[src/rtl/sdram_port_arbiter.sv]
// sdram_port_arbiter: two masters (m0 loader, m1 CPU LSU) share one SDRAM
// command port. Round-robin at transaction granularity, one command in
// flight, and a watchdog that aborts a command the controller never finishes.
//
// Handshake: mN_req is a level held until mN_fin; we/addr/wdata are stable
// while req is high. mem_req is a level held until mem_fin. mem_fin and
// mN_fin are single-cycle pulses. mem_rdata is valid only with mem_fin.
// mN_rdata is valid with mN_fin and holds afterwards.
module sdram_port_arbiter #(
    parameter int ADDR_W  = 32,
    parameter int DATA_W  = 32,
    parameter int TIMEOUT = 1024,
    parameter int CNT_W   = 16
) (
    input  logic              clk,
    input  logic              reset,
    input  logic              m0_req,
    input  logic              m0_we,
    input  logic [ADDR_W-1:0] m0_addr,
    input  logic [DATA_W-1:0] m0_wdata,
    output logic              m0_fin,
    output logic              m0_err,
    output logic [DATA_W-1:0] m0_rdata,
    input  logic              m1_req,
    input  logic              m1_we,
    input  logic [ADDR_W-1:0] m1_addr,
    input  logic [DATA_W-1:0] m1_wdata,
    output logic              m1_fin,
    output logic              m1_err,
    output logic [DATA_W-1:0] m1_rdata,
    output logic              mem_req,
    output logic              mem_we,
    output logic [ADDR_W-1:0] mem_addr,
    output logic [DATA_W-1:0] mem_wdata,
    input  logic              mem_fin,
    input  logic [DATA_W-1:0] mem_rdata,
    output logic [1:0]        grant
);

    typedef enum logic [1:0] {
        ST_IDLE     = 2'd0,
        ST_WAIT_FIN = 2'd1,
        ST_DONE     = 2'd2
    } state_t;

    // Last tcnt value before the abort fires; unused when TIMEOUT is 0.
    localparam logic [CNT_W-1:0] TCNT_LAST = (TIMEOUT == 0) ? '0 : CNT_W'(TIMEOUT - 1);
    localparam logic [CNT_W-1:0] TCNT_MAX  = '1;

    state_t            state_q, state_d;
    logic              last_q, last_d;       // 1 = m1 owned the previous transaction
    logic [CNT_W-1:0]  tcnt_q, tcnt_d;
    logic              mem_req_q, mem_req_d;
    logic              mem_we_q, mem_we_d;
    logic [ADDR_W-1:0] mem_addr_q, mem_addr_d;
    logic [DATA_W-1:0] mem_wdata_q, mem_wdata_d;
    logic [1:0]        grant_q, grant_d;
    logic [1:0]        fin_q, fin_d;         // bit N -> mN_fin
    logic [1:0]        err_q, err_d;         // bit N -> mN_err
    logic [DATA_W-1:0] rdata0_q, rdata0_d;
    logic [DATA_W-1:0] rdata1_q, rdata1_d;
    logic              win1;

    // Next-state and datapath: arbitrate in IDLE, wait for completion or timeout, one-cycle DONE.
    always_comb begin
        state_d     = state_q;
        last_d      = last_q;
        tcnt_d      = tcnt_q;
        mem_req_d   = mem_req_q;
        mem_we_d    = mem_we_q;
        mem_addr_d  = mem_addr_q;
        mem_wdata_d = mem_wdata_q;
        grant_d     = grant_q;
        fin_d       = fin_q;
        err_d       = err_q;
        rdata0_d    = rdata0_q;
        rdata1_d    = rdata1_q;
        // m1 wins when it is the only requester, or on a tie when m0 went last.
        win1        = m1_req & (~m0_req | ~last_q);

        case (state_q)
            ST_IDLE: begin
                fin_d = 2'b00;
                err_d = 2'b00;
                if (m0_req || m1_req) begin
                    mem_we_d    = win1 ? m1_we    : m0_we;
                    mem_addr_d  = win1 ? m1_addr  : m0_addr;
                    mem_wdata_d = win1 ? m1_wdata : m0_wdata;
                    grant_d     = win1 ? 2'b10 : 2'b01;
                    last_d      = win1;
                    tcnt_d      = '0;
                    mem_req_d   = 1'b1;
                    state_d     = ST_WAIT_FIN;
                end
            end
            ST_WAIT_FIN: begin
                tcnt_d = (tcnt_q == TCNT_MAX) ? tcnt_q : tcnt_q + 1'b1;
                if (mem_fin) begin
                    // Completion beats a timeout landing on the same cycle.
                    mem_req_d = 1'b0;
                    fin_d     = grant_q;
                    err_d     = 2'b00;
                    if (!mem_we_q) begin
                        if (grant_q[0]) rdata0_d = mem_rdata;
                        if (grant_q[1]) rdata1_d = mem_rdata;
                    end
                    state_d = ST_DONE;
                end else if ((TIMEOUT != 0) && (tcnt_q == TCNT_LAST)) begin
                    mem_req_d = 1'b0;
                    fin_d     = grant_q;
                    err_d     = grant_q;
                    state_d   = ST_DONE;
                end
            end
            ST_DONE: begin
                fin_d   = 2'b00;
                err_d   = 2'b00;
                grant_d = 2'b00;
                state_d = ST_IDLE;
            end
            default: begin
                state_d = ST_IDLE;
            end
        endcase
    end

    // State register with synchronous reset; m0 wins the first tie after reset.
    always_ff @(posedge clk) begin
        if (reset) begin
            state_q     <= ST_IDLE;
            last_q      <= 1'b1;
            tcnt_q      <= '0;
            mem_req_q   <= 1'b0;
            mem_we_q    <= 1'b0;
            mem_addr_q  <= '0;
            mem_wdata_q <= '0;
            grant_q     <= 2'b00;
            fin_q       <= 2'b00;
            err_q       <= 2'b00;
            rdata0_q    <= '0;
            rdata1_q    <= '0;
        end else begin
            state_q     <= state_d;
            last_q      <= last_d;
            tcnt_q      <= tcnt_d;
            mem_req_q   <= mem_req_d;
            mem_we_q    <= mem_we_d;
            mem_addr_q  <= mem_addr_d;
            mem_wdata_q <= mem_wdata_d;
            grant_q     <= grant_d;
            fin_q       <= fin_d;
            err_q       <= err_d;
            rdata0_q    <= rdata0_d;
            rdata1_q    <= rdata1_d;
        end
    end

    assign mem_req   = mem_req_q;
    assign mem_we    = mem_we_q;
    assign mem_addr  = mem_addr_q;
    assign mem_wdata = mem_wdata_q;
    assign grant     = grant_q;
    assign m0_fin    = fin_q[0];
    assign m1_fin    = fin_q[1];
    assign m0_err    = err_q[0];
    assign m1_err    = err_q[1];
    assign m0_rdata  = rdata0_q;
    assign m1_rdata  = rdata1_q;

endmodule
[config.mk]
export PLATFORM = sky130hd
export DESIGN_NAME = sdram_port_arbiter
export DESIGN_NICKNAME = d
export VERILOG_FILES = /design/src/rtl/sdram_port_arbiter.sv
export SDC_FILE = /design/constraint.sdc
export NUM_CORES = 1
export LEC_CHECK = 0
export CORE_MARGIN = 10
export CORE_UTILIZATION = 30
export CTS_CLUSTER_SIZE = 10
export DETAILED_ROUTE_END_ITERATION = 10
export PLACE_DENSITY_LB_ADDON = 0.15
export SETUP_SLACK_MARGIN = 0.4
export SYNTH_ARGS = -nofsm -noshare
export SYNTH_HDL_FRONTEND = slang
export SYNTH_SLANG_ARGS = --single-unit
[constraint.sdc]
create_clock -name clk -period 2.3 [get_ports clk]
set_clock_uncertainty 0.1 [all_clocks]
set_input_delay 0.46 -clock clk [delete_from_list [all_inputs] [get_ports clk]]
set_output_delay 0.46 -clock clk [all_outputs]
set_load 0.02 [all_outputs]
* Word level (Yosys, flattened, before mapping)
Index checks and enable logic that the tools add are counted.
W data, S select, Z words.
** Storage, ports and cells
- Flip-flop bits (word level) :: 155
- Latch bits :: 0
- Bits in writable memories :: 0
- ROM bits :: 0
- Output and inout port bits :: 136
- Word-level logic and storage cells :: 61
- Memories :: 0
** Cells by class
- $add $sub $neg :: 1
- Multiply operators :: 0
- Divide/modulo/power cells :: 0
- Order comparisons :: 0
- Eq/ne operators :: 7
- Shift-type cells :: 0
- Muxes and demuxes :: 22
- Bitwise logic cells :: 5
- Reductions and logical operators :: 14
** Operators with widths (number)
- $mux W32 :: 2
- $mux W16 :: 2
- $pmux W16 S2 :: 1
- $add A16 B1 Y16 const B :: 1
- $eq A16 B10 Y1 const B :: 1
- $eq A16 B16 Y1 const B :: 1
- $mux W2 :: 8
- $pmux W2 S2 :: 4
- $reduce_and A2 Y1 :: 4
- $reduce_and A4 Y1 :: 2
- $reduce_and A3 Y1 :: 2
- $reduce_bool A2 Y1 :: 3
- $mux W1 :: 4
- $ne A2 B2 Y1 const B :: 2
- $ne A3 B3 Y1 const B :: 1
- $not A1 Y1 :: 3
- $eq A2 B1 Y1 const B :: 1
- $eq A2 B2 Y1 const B :: 1
- $logic_not A2 Y1 :: 1
- $pmux W1 S2 :: 1
- $reduce_or A2 Y1 :: 1
- $and A1 B1 Y1 :: 1
- $logic_or A1 B1 Y1 :: 1
- $or A1 B1 Y1 :: 1

* Logic depth before layout (Yosys ltp)
- Depth in word-level cells :: 6
- Mapped depth :: 8
- Gate-level depth less buffers :: 6

* Worst setup path after synthesis
Ideal clock, no wire load.
- Kind :: reg-to-reg
- From :: register tcnt_q[0]
- To :: register tcnt_q[8]
- Arrival :: 1.535 ns
- Required time :: 2.126 ns
- Slack :: 0.591 ns
- Cell stages (with the launch flop) :: 9
- Cells stage by stage :: dfxtp_1 -> ha_1 -> and2_0 -> buf_2 -> nand4_1 -> o21ai_2 -> nand2b_1 -> buf_6 -> a31oi_2
** Between the ends
- Longest elaborated chain between the ends :: 3
- Elaborated cells on any way between the ends :: 6
** Ends and longest elaborated chain
- start: declaration :: line 52 : logic [CNT_W-1:0] tcnt_q, tcnt_d;
- start signal: assignment :: line 145 : tcnt_q <= tcnt_d;
- $add A16 B1 Y16 or $eq A16 B16 Y1 (tied branches) :: line 97 : tcnt_d = (tcnt_q == TCNT_MAX) ? tcnt_q : tcnt_q + 1'b1;
- $mux W16 or $ne A2 B2 Y1 (tied branches)
- $pmux W16 S2 or $reduce_and A3 Y1 (tied branches)
Parallel ways exist; a longest one is shown, timed or not. The select of a mux whose other input is x is not followed.
A chain may end at the register's enable or synchronous reset.

* Final worst setup path
- From :: register tcnt_q[12]
- To :: register err_q[1]
** Between the ends
- Longest elaborated chain between the ends :: 3
** Ends and longest elaborated chain
- $eq A16 B10 Y1 :: line 108 : end else if ((TIMEOUT != 0) && (tcnt_q == TCNT_LAST)) begin
- $ne A3 B3 Y1 (no source line)
- $reduce_and A2 Y1 (no source line)
- end signal: assignment :: line 152 : err_q <= err_d;
- end: declaration :: line 59 : logic [1:0] err_q, err_d;
Every way passes these cells.

==> impl_metrics.env <==
export IMPL_gr_total_overflow=0
export IMPL_maxCapViolCount=0
export IMPL_regToRegStartpoint="tcnt_q[12]$_SDFFE_PP0P_"
export IMPL_tightestPinTransition_ns=0.769
export IMPL_synth_net_count=828
export IMPL_first_pass_iters=8
export IMPL_grt_start_max_net_pins=72
export IMPL_ant_nets=0
export IMPL_min_to="m1_rdata[13]$_SDFFE_PP0P_"
export IMPL_root_buffer="clkbuf_16"
export IMPL_synth_warnings=0
export IMPL_cts_tree="built"
export IMPL_hold_class="register to register"
export IMPL_pin_count=303
export IMPL_worst_r2r_path_depth=5
export IMPL_timing_final_crit_share_pct=82.9
export IMPL_rows=50
export IMPL_cts_buffer_depth=2
export IMPL_drive_gt1_share_pct=7.88
export IMPL_hold_depth=2
export IMPL_worstPathArrival_ns=2.11
export IMPL_wl_per_cell_um=19.1
export IMPL_path_max_fanout=5
export IMPL_area_growth_pct=65.7
export IMPL_finalMaxSlewViolations=0
export IMPL_hold_viol=0
export IMPL_initial_core_util_pct=30.9
export IMPL_fill_cells=1835
export IMPL_r2r_setup_slack_ns=0.39
export IMPL_irDropWorstVdd_mv=0.504
export IMPL_crit_required_ns=2.51
export IMPL_outcome="completed"
export IMPL_n_antenna_cell=0
export IMPL_h_tree_depth=4
export IMPL_end_kind="register"
export IMPL_yosys_cell_types_count=43
export IMPL_antenna_found_initial=1
export IMPL_grt_pass1_wl_um=35200
export IMPL_slew_headroom_pct=48.7
export IMPL_die_h_um=159
export IMPL_clock_sinks=155
export IMPL_drc_errors=0
export IMPL_clk_pin_slew_ns=0.06
export IMPL_clock_latency_ns=0.41
export IMPL_drt_total_wl_um=23300
export IMPL_dieArea_um2=25400
export IMPL_drt_iter0_markers=508
export IMPL_avgSynthCellArea_um2=8.84
export IMPL_fin_nets=1119
export IMPL_coreArea_um2=18900
export IMPL_critPathKind="register to register"
export IMPL_setup_violations=0
export IMPL_grt_pass1_vias=5953
export IMPL_gp_congestion=0.786
export IMPL_leakage_nw=4.04
export IMPL_power_density_nw_per_um2=724
export IMPL_numCtsBuffers=17
export IMPL_rsz0062_at_grt="yes"
export IMPL_routed_via_density=4.97
export IMPL_dpl_hpwl_um=17100
export IMPL_setup_tns_ns=0
export IMPL_ys_seq_elements=155
export IMPL_portBuffers=302
export IMPL_r2r_end="err_q[1]$_SDFFE_PP0P_"
export IMPL_vias=6084
export IMPL_grt_total_usage_pct=17.4
export IMPL_synth_area_um2=5830
export IMPL_hp_start="m1_rdata[13]$_SDFFE_PP0P_"
export IMPL_fin_util_pct=51.2
export IMPL_fmax_mhz=525
export IMPL_ys_seq_area_share_pct=53.2
export IMPL_synthCells=660
export IMPL_die_width_um=159
export IMPL_start_kind="register"
export IMPL_finalCriticalPeriod_ns=1.91
flip-flops by register name, summed over array words and instances, names as in the netlist:
register / flops
last_q: 1
tcnt_q: 16
mem_wdata: 32
grant: 2
state_q: 2
mem_we: 1
mem_req: 1
mem_addr: 32
err_q: 2
fin_q: 2
m0_rdata: 32
m1_rdata: 32
critical path, stage by stage, from the launching register on:
cell     delay, ns
dfxtp_4       0.34
or4_4         0.56
nor4_4        0.39
o21ai_2       0.17
a32oi_1       0.18
nor2_1        0.05
layer usage:
layer	GRT usage (%)	vias to the layer above	wire length, um
met5	0	-	0
met2	28.3	237	11100
met4	4.76	0	289
met3	8.24	17	2390
met1	19.9	2852	9500
li1	-	2978	-
what timing repair did:
| item | 4_1_cts | 5_1_grt |
|---|---|---|
| hold buffers | 0 | 0 |
| pin swaps | 1 | 14 |
| setup endpoints to repair | 137 | 82 |
| hold endpoints to repair | 0 | 0 |
| setup buffers | 0 | 4 |
| resized for setup | 136 | 10 |
layout by cell type (no fill, tap or decap), drive strengths merged:
cell	n
inv	8
bufinv	3
a222oi	65
nor2	77
a32oi	2
dlygate4sd2	136
and2	4
buf	26
or4	1
o211ai	4
clkinv	5
nand4b	1
nand2b	6
a31o	1
a31oi	8
nor3	6
nand3	5
and3	2
or3b	1
clkbuf	21
o21ai	14
o22ai	1
clkdlybuf4s50	165
clkinvlp	2
a41oi	2
nor4b	1
and4	3
nor4	1
xor2	3
nand2	141
and2b	1
a21o	1
a21oi	80
dfxtp	155
nand4	6
ha	1
mux2i	1
o21a	3
nor3b	1
synthesized netlist by cell type:
cell        n  share of area (%)
nor3_1      5               0.43
buf_6       1               0.19
or3b_2      1               0.15
mux2i_1     1               0.17
buf_2      10               0.86
a31oi_1     7               0.75
o21ai_0     6               0.51
buf_4       6               0.77
o21ai_2     3               0.45
nand2_1   141                9.1
a21o_1      1               0.13
xor2_1      3               0.45
a31oi_2     1               0.21
nand2b_1    6               0.64
nor4_4      1               0.36
a41oi_1     2               0.30
a32oi_1     2               0.30
nor4b_2     1               0.26
nand4_1     6               0.64
ha_1        1               0.21
a222oi_1   65                 11
and2_0      1               0.11
nor3b_2     1               0.21
and2b_1     1               0.13
o211ai_2    1               0.21
nand3_1     5               0.43
clkbuf_1   36                2.3
nor2_1     77                5.0
nor3_2      1               0.17
and4_1      3               0.45
o22ai_1     1               0.11
inv_1       7               0.45
a31o_1      1               0.15
nand4b_1    1               0.15
and2_1      3               0.32
o211ai_1    3               0.39
or4_4       1               0.19
dfxtp_1   155                 53
a21oi_1    80                6.9
o21a_1      3               0.39
and3_1      2               0.21
buf_1       2               0.13
o21ai_1     5               0.43
worst max-delay path by stage:
stage	cells past startpoint	to	from
after floorplan	8	tcnt_q[8]$_SDFFE_PP0P_	tcnt_q[0]$_SDFFE_PP0P_
after detailed placement	6	mem_wdata[19]$_SDFFE_PP0P_	m0_req
final	5	err_q[1]$_SDFFE_PP0P_	tcnt_q[12]$_SDFFE_PP0P_
after CTS	6	err_q[1]$_SDFFE_PP0P_	tcnt_q[1]$_SDFFE_PP0P_
after global routing	5	err_q[1]$_SDFFE_PP0P_	tcnt_q[12]$_SDFFE_PP0P_
after global placement	6	mem_wdata[23]$_SDFFE_PP0P_	m0_req
stage by stage:
stage	total power, mW	instances	instance area (um^2)	setup WS [ns]	hold WS [ns]
final	7.00	1224	9670	0.394	0.347
after global routing	7.30	1224	9670	0.322	0.368
after CTS	7.09	1220	9600	0.403	0.347
after detailed placement	4.27	1188	9170	0.0887	0.346
after global placement	4.27	1188	9170	0.150	0.342
after floorplan	3.52	660	5830	0.591	0.338
final cells by class:
class | count | area (um^2) | area share, %
Clock buffer | 21 | 460 | 4.76
Clock inverter | 11 | 143 | 1.48
Inverter | 7 | 26.3 | 0.272
Multi-Input combinational cell | 443 | 2500 | 25.9
Sequential cell | 155 | 3110 | 32.2
Tap cell | 260 | 325 | 3.37
Timing Repair Buffer | 327 | 3100 | 32.1
power by group:
| part | leakage, nW | switching (mW) | internal (mW) | total [mW] |
|---|---|---|---|---|
| combinational | 2.48 | 0.622 | 0.582 | 1.20 |
| sequential | 1.27 | 0.0784 | 2.83 | 2.90 |
| clock | 0.293 | 1.12 | 1.76 | 2.89 |
cells by family after synthesis:
| group | Yosys count | synth area share, % |
|---|---|---|
| compound gates | 181 | 22.4 |
| buf+inv | 62 | 4.72 |
| mux | 1 | 0.172 |
| xor+xnor | 3 | 0.451 |
| simple gates | 257 | 18.9 |
| fa+ha+maj | 1 | 0.214 |
| flops | 155 | 53.2 |
Note: power is estimated with default switching activity, not from simulation.
